==> src/rtl/alu_mp_seq.sv <==
// rtl/alu_mp_seq.sv - multi-precision sequencer for the 16-bit 181/182 ALU
// Walks one wide operation through the ALU one word per cycle, LSB word first.
module alu_mp_seq #(
   parameter int WORD   = 16,
   parameter int NWORDS = 4
) (
   input  logic                   clk,
   input  logic                   rst_n,
   input  logic                   req_valid,
   output logic                   req_ready,
   input  logic [WORD*NWORDS-1:0] req_a,
   input  logic [WORD*NWORDS-1:0] req_b,
   input  logic [3:0]             req_op,
   input  logic                   req_mode,
   input  logic                   req_carry_n,
   output logic                   resp_valid,
   input  logic                   resp_ready,
   output logic [WORD*NWORDS-1:0] resp_result,
   output logic                   resp_carry_n,
   output logic                   resp_equal,
   output logic [WORD-1:0]        alu_a,
   output logic [WORD-1:0]        alu_b,
   output logic [3:0]             alu_op,
   output logic                   alu_mode,
   output logic                   alu_carry_n,
   input  logic [WORD-1:0]        alu_out,
   input  logic                   alu_carry_out,
   input  logic                   alu_equal
);

   localparam int W  = WORD * NWORDS;
   localparam int IW = (NWORDS > 1) ? $clog2(NWORDS) : 1;

   typedef enum logic [1:0] {IDLE, RUN, DONE} state_t;

   state_t          state;
   state_t          state_nxt;
   logic [W-1:0]    a_reg;
   logic [W-1:0]    b_reg;
   logic [W-1:0]    acc;
   logic [W-1:0]    acc_nxt;
   logic [3:0]      op_reg;
   logic            mode_reg;
   logic            carry_reg;
   logic            eq_acc;
   logic [IW-1:0]   idx;
   logic            last;

   assign last = (idx == IW'(NWORDS - 1));

   always_ff @(posedge clk or negedge rst_n) begin
      if (!rst_n) begin
         state <= IDLE;
      end else begin
         state <= state_nxt;
      end
   end

   always_comb begin
      state_nxt = state;
      case (state)
         IDLE:    if (req_valid)  state_nxt = RUN;
         RUN:     if (last)       state_nxt = DONE;
         DONE:    if (resp_ready) state_nxt = IDLE;
         default: state_nxt = IDLE;
      endcase
   end

   always_comb begin
      req_ready   = (state == IDLE);
      resp_valid  = (state == DONE);
      alu_op      = op_reg;
      alu_mode    = mode_reg;
      alu_a       = '0;
      alu_b       = '0;
      alu_carry_n = 1'b1;
      if (state == RUN) begin
         alu_a       = a_reg[idx*WORD +: WORD];
         alu_b       = b_reg[idx*WORD +: WORD];
         alu_carry_n = carry_reg;
      end
   end

   // Merge the current ALU word so the final edge can publish the full result at once.
   always_comb begin
      acc_nxt = acc;
      acc_nxt[idx*WORD +: WORD] = alu_out;
   end

   always_ff @(posedge clk or negedge rst_n) begin
      if (!rst_n) begin
         a_reg        <= '0;
         b_reg        <= '0;
         acc          <= '0;
         op_reg       <= '0;
         mode_reg     <= 1'b0;
         carry_reg    <= 1'b1;
         eq_acc       <= 1'b0;
         idx          <= '0;
         resp_result  <= '0;
         resp_carry_n <= 1'b1;
         resp_equal   <= 1'b0;
      end else begin
         case (state)
            IDLE: begin
               if (req_valid) begin
                  a_reg     <= req_a;
                  b_reg     <= req_b;
                  op_reg    <= req_op;
                  mode_reg  <= req_mode;
                  carry_reg <= req_carry_n;
                  eq_acc    <= 1'b1;
                  idx       <= '0;
               end
            end
            RUN: begin
               acc       <= acc_nxt;
               carry_reg <= alu_carry_out;
               eq_acc    <= eq_acc & alu_equal;
               if (last) begin
                  idx          <= '0;
                  resp_result  <= acc_nxt;
                  resp_carry_n <= alu_carry_out;
                  resp_equal   <= eq_acc & alu_equal;
               end else begin
                  idx <= idx + IW'(1);
               end
            end
            default: ;
         endcase
      end
   end

endmodule

==> config.mk <==
export PLATFORM = sky130hd
export DESIGN_NAME = alu_mp_seq
export DESIGN_NICKNAME = d
export VERILOG_FILES = /design/src/rtl/alu_mp_seq.sv
export SDC_FILE = /design/constraint.sdc
export NUM_CORES = 1
export LEC_CHECK = 0
export CAP_MARGIN = 5
export CORE_ASPECT_RATIO = 1.5
export CORE_MARGIN = 10
export CORE_UTILIZATION = 55
export DETAILED_ROUTE_END_ITERATION = 10
export PLACE_DENSITY = 0.85
export SYNTH_ARGS = -nofsm -noshare
export SYNTH_HDL_FRONTEND = slang
export SYNTH_SLANG_ARGS = --single-unit
==> constraint.sdc <==
create_clock -name clk -period 5.7 [get_ports clk]
set_input_delay 1.425 -clock clk [delete_from_list [all_inputs] [get_ports clk]]
set_output_delay 1.425 -clock clk [all_outputs]
set_load 0.01 [all_outputs]
==> flow_metrics.env <==
export IMPL_yosys_warnings=0
export IMPL_arrival_ps=3100
export IMPL_drcViolationCount=0
export IMPL_cp_num_buf_inv=2
export IMPL_initialDrtViolationCount=648
export IMPL_path_depth=4
export IMPL_vias=8328
export IMPL_finClkSkew_ps=11.9
export IMPL_layout_common_cells="dfrtp_1 (266), clkdlybuf4s50_1 (260), mux2_2 (95), nor2_1 (82)"
export IMPL_viasPerCell=5.90
export IMPL_antenna_found_initial=1
export IMPL_hold_buffers=0
export IMPL_r2r_start="idx[0]"
export IMPL_start_util=0.563
export IMPL_die_area_um2=28000
export IMPL_place_hpwl_mm=23.1
export IMPL_fp_dieW_um=140
export IMPL_finalPower_mw=9.33
export IMPL_reg2reg_setup_slack_ps=2400
export IMPL_final_hold_violation_count=0
export IMPL_clkLatencyLatePin_ps=530
export IMPL_cp_endpoint="alu_a[6]"
export IMPL_ys_top_cells_by_area="dfrtp_1 (56%), mux2_2 (9.0%), mux4_2 (6.1%), mux2_4 (4.8%), a22o_1 (4.7%)"
export IMPL_ctsResizeCount=0
export IMPL_wl_met2_mm=17.6
export IMPL_cpMaxStageDelayCell="dfrtp_2"
export IMPL_reg2regPathDepth=6
export IMPL_die_h_um=200
export IMPL_coreArea_um2=21100
export IMPL_drive_above_1_share=0.203
export IMPL_postPlaceCellArea_um2=14600
export IMPL_max_vdd_ir_drop_mv=0.378
export IMPL_whs_ps=476
export IMPL_slew_headroom=0.240
export IMPL_synth_edf_count=0
export IMPL_drt_wl_total_mm=32.8
export IMPL_r2r_end="acc[62]"
export IMPL_syn_nets=1069
export IMPL_syn_avg_cell_area_um2=13.1
export IMPL_finalSetupTns_ps=0
export IMPL_power_density_nw_per_um2=603
export IMPL_portBuffers=261
export IMPL_cts_root_buffer="clkbuf_16"
export IMPL_setup_violations_final=0
export IMPL_fin_area_um2=15500
export IMPL_dr_pass1_iters=5
export IMPL_postSynth_asyncResetShare=1.00
export IMPL_met3_length_mm=2.68
export IMPL_final_nets=1284
export IMPL_met1Wirelength_mm=11.5
export IMPL_ys_flop_type="dfrtp_1"
export IMPL_syn_to_final_growth_pct=29.8
export IMPL_rsz0062_at_grt="no"
export IMPL_path_delay_family="buffers and inverters"
export IMPL_synth_cells=907
export IMPL_slew_violations=0
export IMPL_tightest_slew_ps=1140
export IMPL_gr_total_overflow=0
export IMPL_fin_crit_ps=4520
export IMPL_grtUsageTotal=0.226
export IMPL_rows=65
export IMPL_maxCapViolations=0
export IMPL_tritoncts="yes"
export IMPL_outcome="finished clean"
export IMPL_fmax_ghz=0.221
export IMPL_yosysUniqueCellTypes=37
export IMPL_clkTransAtPathRegs_ps=70
export IMPL_ant_nets=0
export IMPL_layout_commonest_cell="dfrtp_1"
export IMPL_grt_max_degree=115
export IMPL_htree_levels=1
export IMPL_hold_class="register to register"
export IMPL_yosys_area_top_type_share=0.561
export IMPL_pre_cts_ws_ps=1650
export IMPL_clock_sinks=269
export IMPL_critPathLaunchType="register"
export IMPL_place_congestion=0.844
export IMPL_seq_area_frac_synth=0.566
export IMPL_cts_setup_buffers=0
export IMPL_end_kind="output port"
export IMPL_ys_ff_latch=269
export IMPL_fin_crit_sh=0.793
export IMPL_io_pins=262
export IMPL_wl_per_cell_um=23.2
export IMPL_grt_pass1_wl_mm=51.8
export IMPL_cp_cell_sequence="buf_4 > mux4_2 > and2_1 > clkdlybuf4s50_1"
export IMPL_crit_start="idx[0]"
export IMPL_crit_path_max_incr_delay_ps=860
export IMPL_post_route_worst_setup_slack_ps=1180
export IMPL_crit_fanout=27
export IMPL_leakagePower_nw=6.66
export IMPL_synth_area_um2=11900
export IMPL_top_layer="met4"
export IMPL_required_ps=4280
export IMPL_cts_inserted_buffers=26
export IMPL_grt_pass1_vias=9002
export IMPL_critPathKind="register to output port"
export IMPL_yosysTopAreaCell="dfrtp_1"
export IMPL_clockBufferDepth=3
-- worst min-delay path: stages (launching register included) --
cell	delay, ps
dfrtp_1	340
nand2_1	50
nand2_1	50
-- cell usage after synthesis, types with 32 or more instances --
master	number
dfrtp_1	267
mux2_2	95
nor2_1	82
a21oi_1	64
a22o_1	64
clkbuf_1	39
mux2_4	38
nor2b_1	35
and2_1	34
buf_2	34
a31oi_1	32
mux4_2	32
-- stage by stage --
stage / utilization / cells
2_1_floorplan: - / 907
3_3_place_gp: 0.688 / 1362
3_5_place_dp: 0.688 / 1362
4_1_cts: 0.731 / 1410
5_1_grt: 0.731 / 1411
6_report: 0.731 / 1411
-- worst min-delay path by stage --
stage / cells after the start / startpoint / slack, ps / end
2_1_floorplan: 1 / eq_acc / 460 / eq_acc
3_3_place_gp: 2 / resp_carry_n / 450 / resp_carry_n
3_5_place_dp: 2 / resp_equal / 470 / resp_equal
4_1_cts: 2 / resp_equal / 480 / resp_equal
5_1_grt: 2 / resp_carry_n / 500 / resp_carry_n
6_report: 2 / resp_equal / 480 / resp_equal
-- area by class of cell --
| cell class | instances | area, um^2 |
|---|---|---|
| flip-flops and latches | 269 | 6740 |
| clock buffers | 32 | 704 |
| multi-input cells | 546 | 4730 |
| inverters | 6 | 22.5 |
| clock inverters | 16 | 191 |
| diodes | 1 | 2.50 |
| well taps | 268 | 335 |
| repair buffers | 273 | 2730 |
| fillers | 1383 | 5690 |
-- power breakdown --
| part | internal [mW] | switching, mW | leakage [nW] |
|---|---|---|---|
| sequential | 2.84 | 0.572 | 3.28 |
| combinational | 2.31 | 1.79 | 2.94 |
| clock | 1.06 | 0.747 | 0.437 |
-- routing by layer --
metal  track usage  vias to the layer above
met5             0                        -
met4        0.0706                        0
met3        0.0733                       54
met2         0.410                      293
met1         0.242                     4274
li1              -                     3707
-- cells by family after synthesis --
group | share of synthesized area
AND/OR/NAND/NOR | 0.0855
AO/OA/AOI/OAI | 0.106
buffers and inverters | 0.0379
multiplexers | 0.198
flip-flops | 0.566
adder cells (fa/ha/maj) | 0.00631
Note: power is estimated with default switching activity, not from simulation.
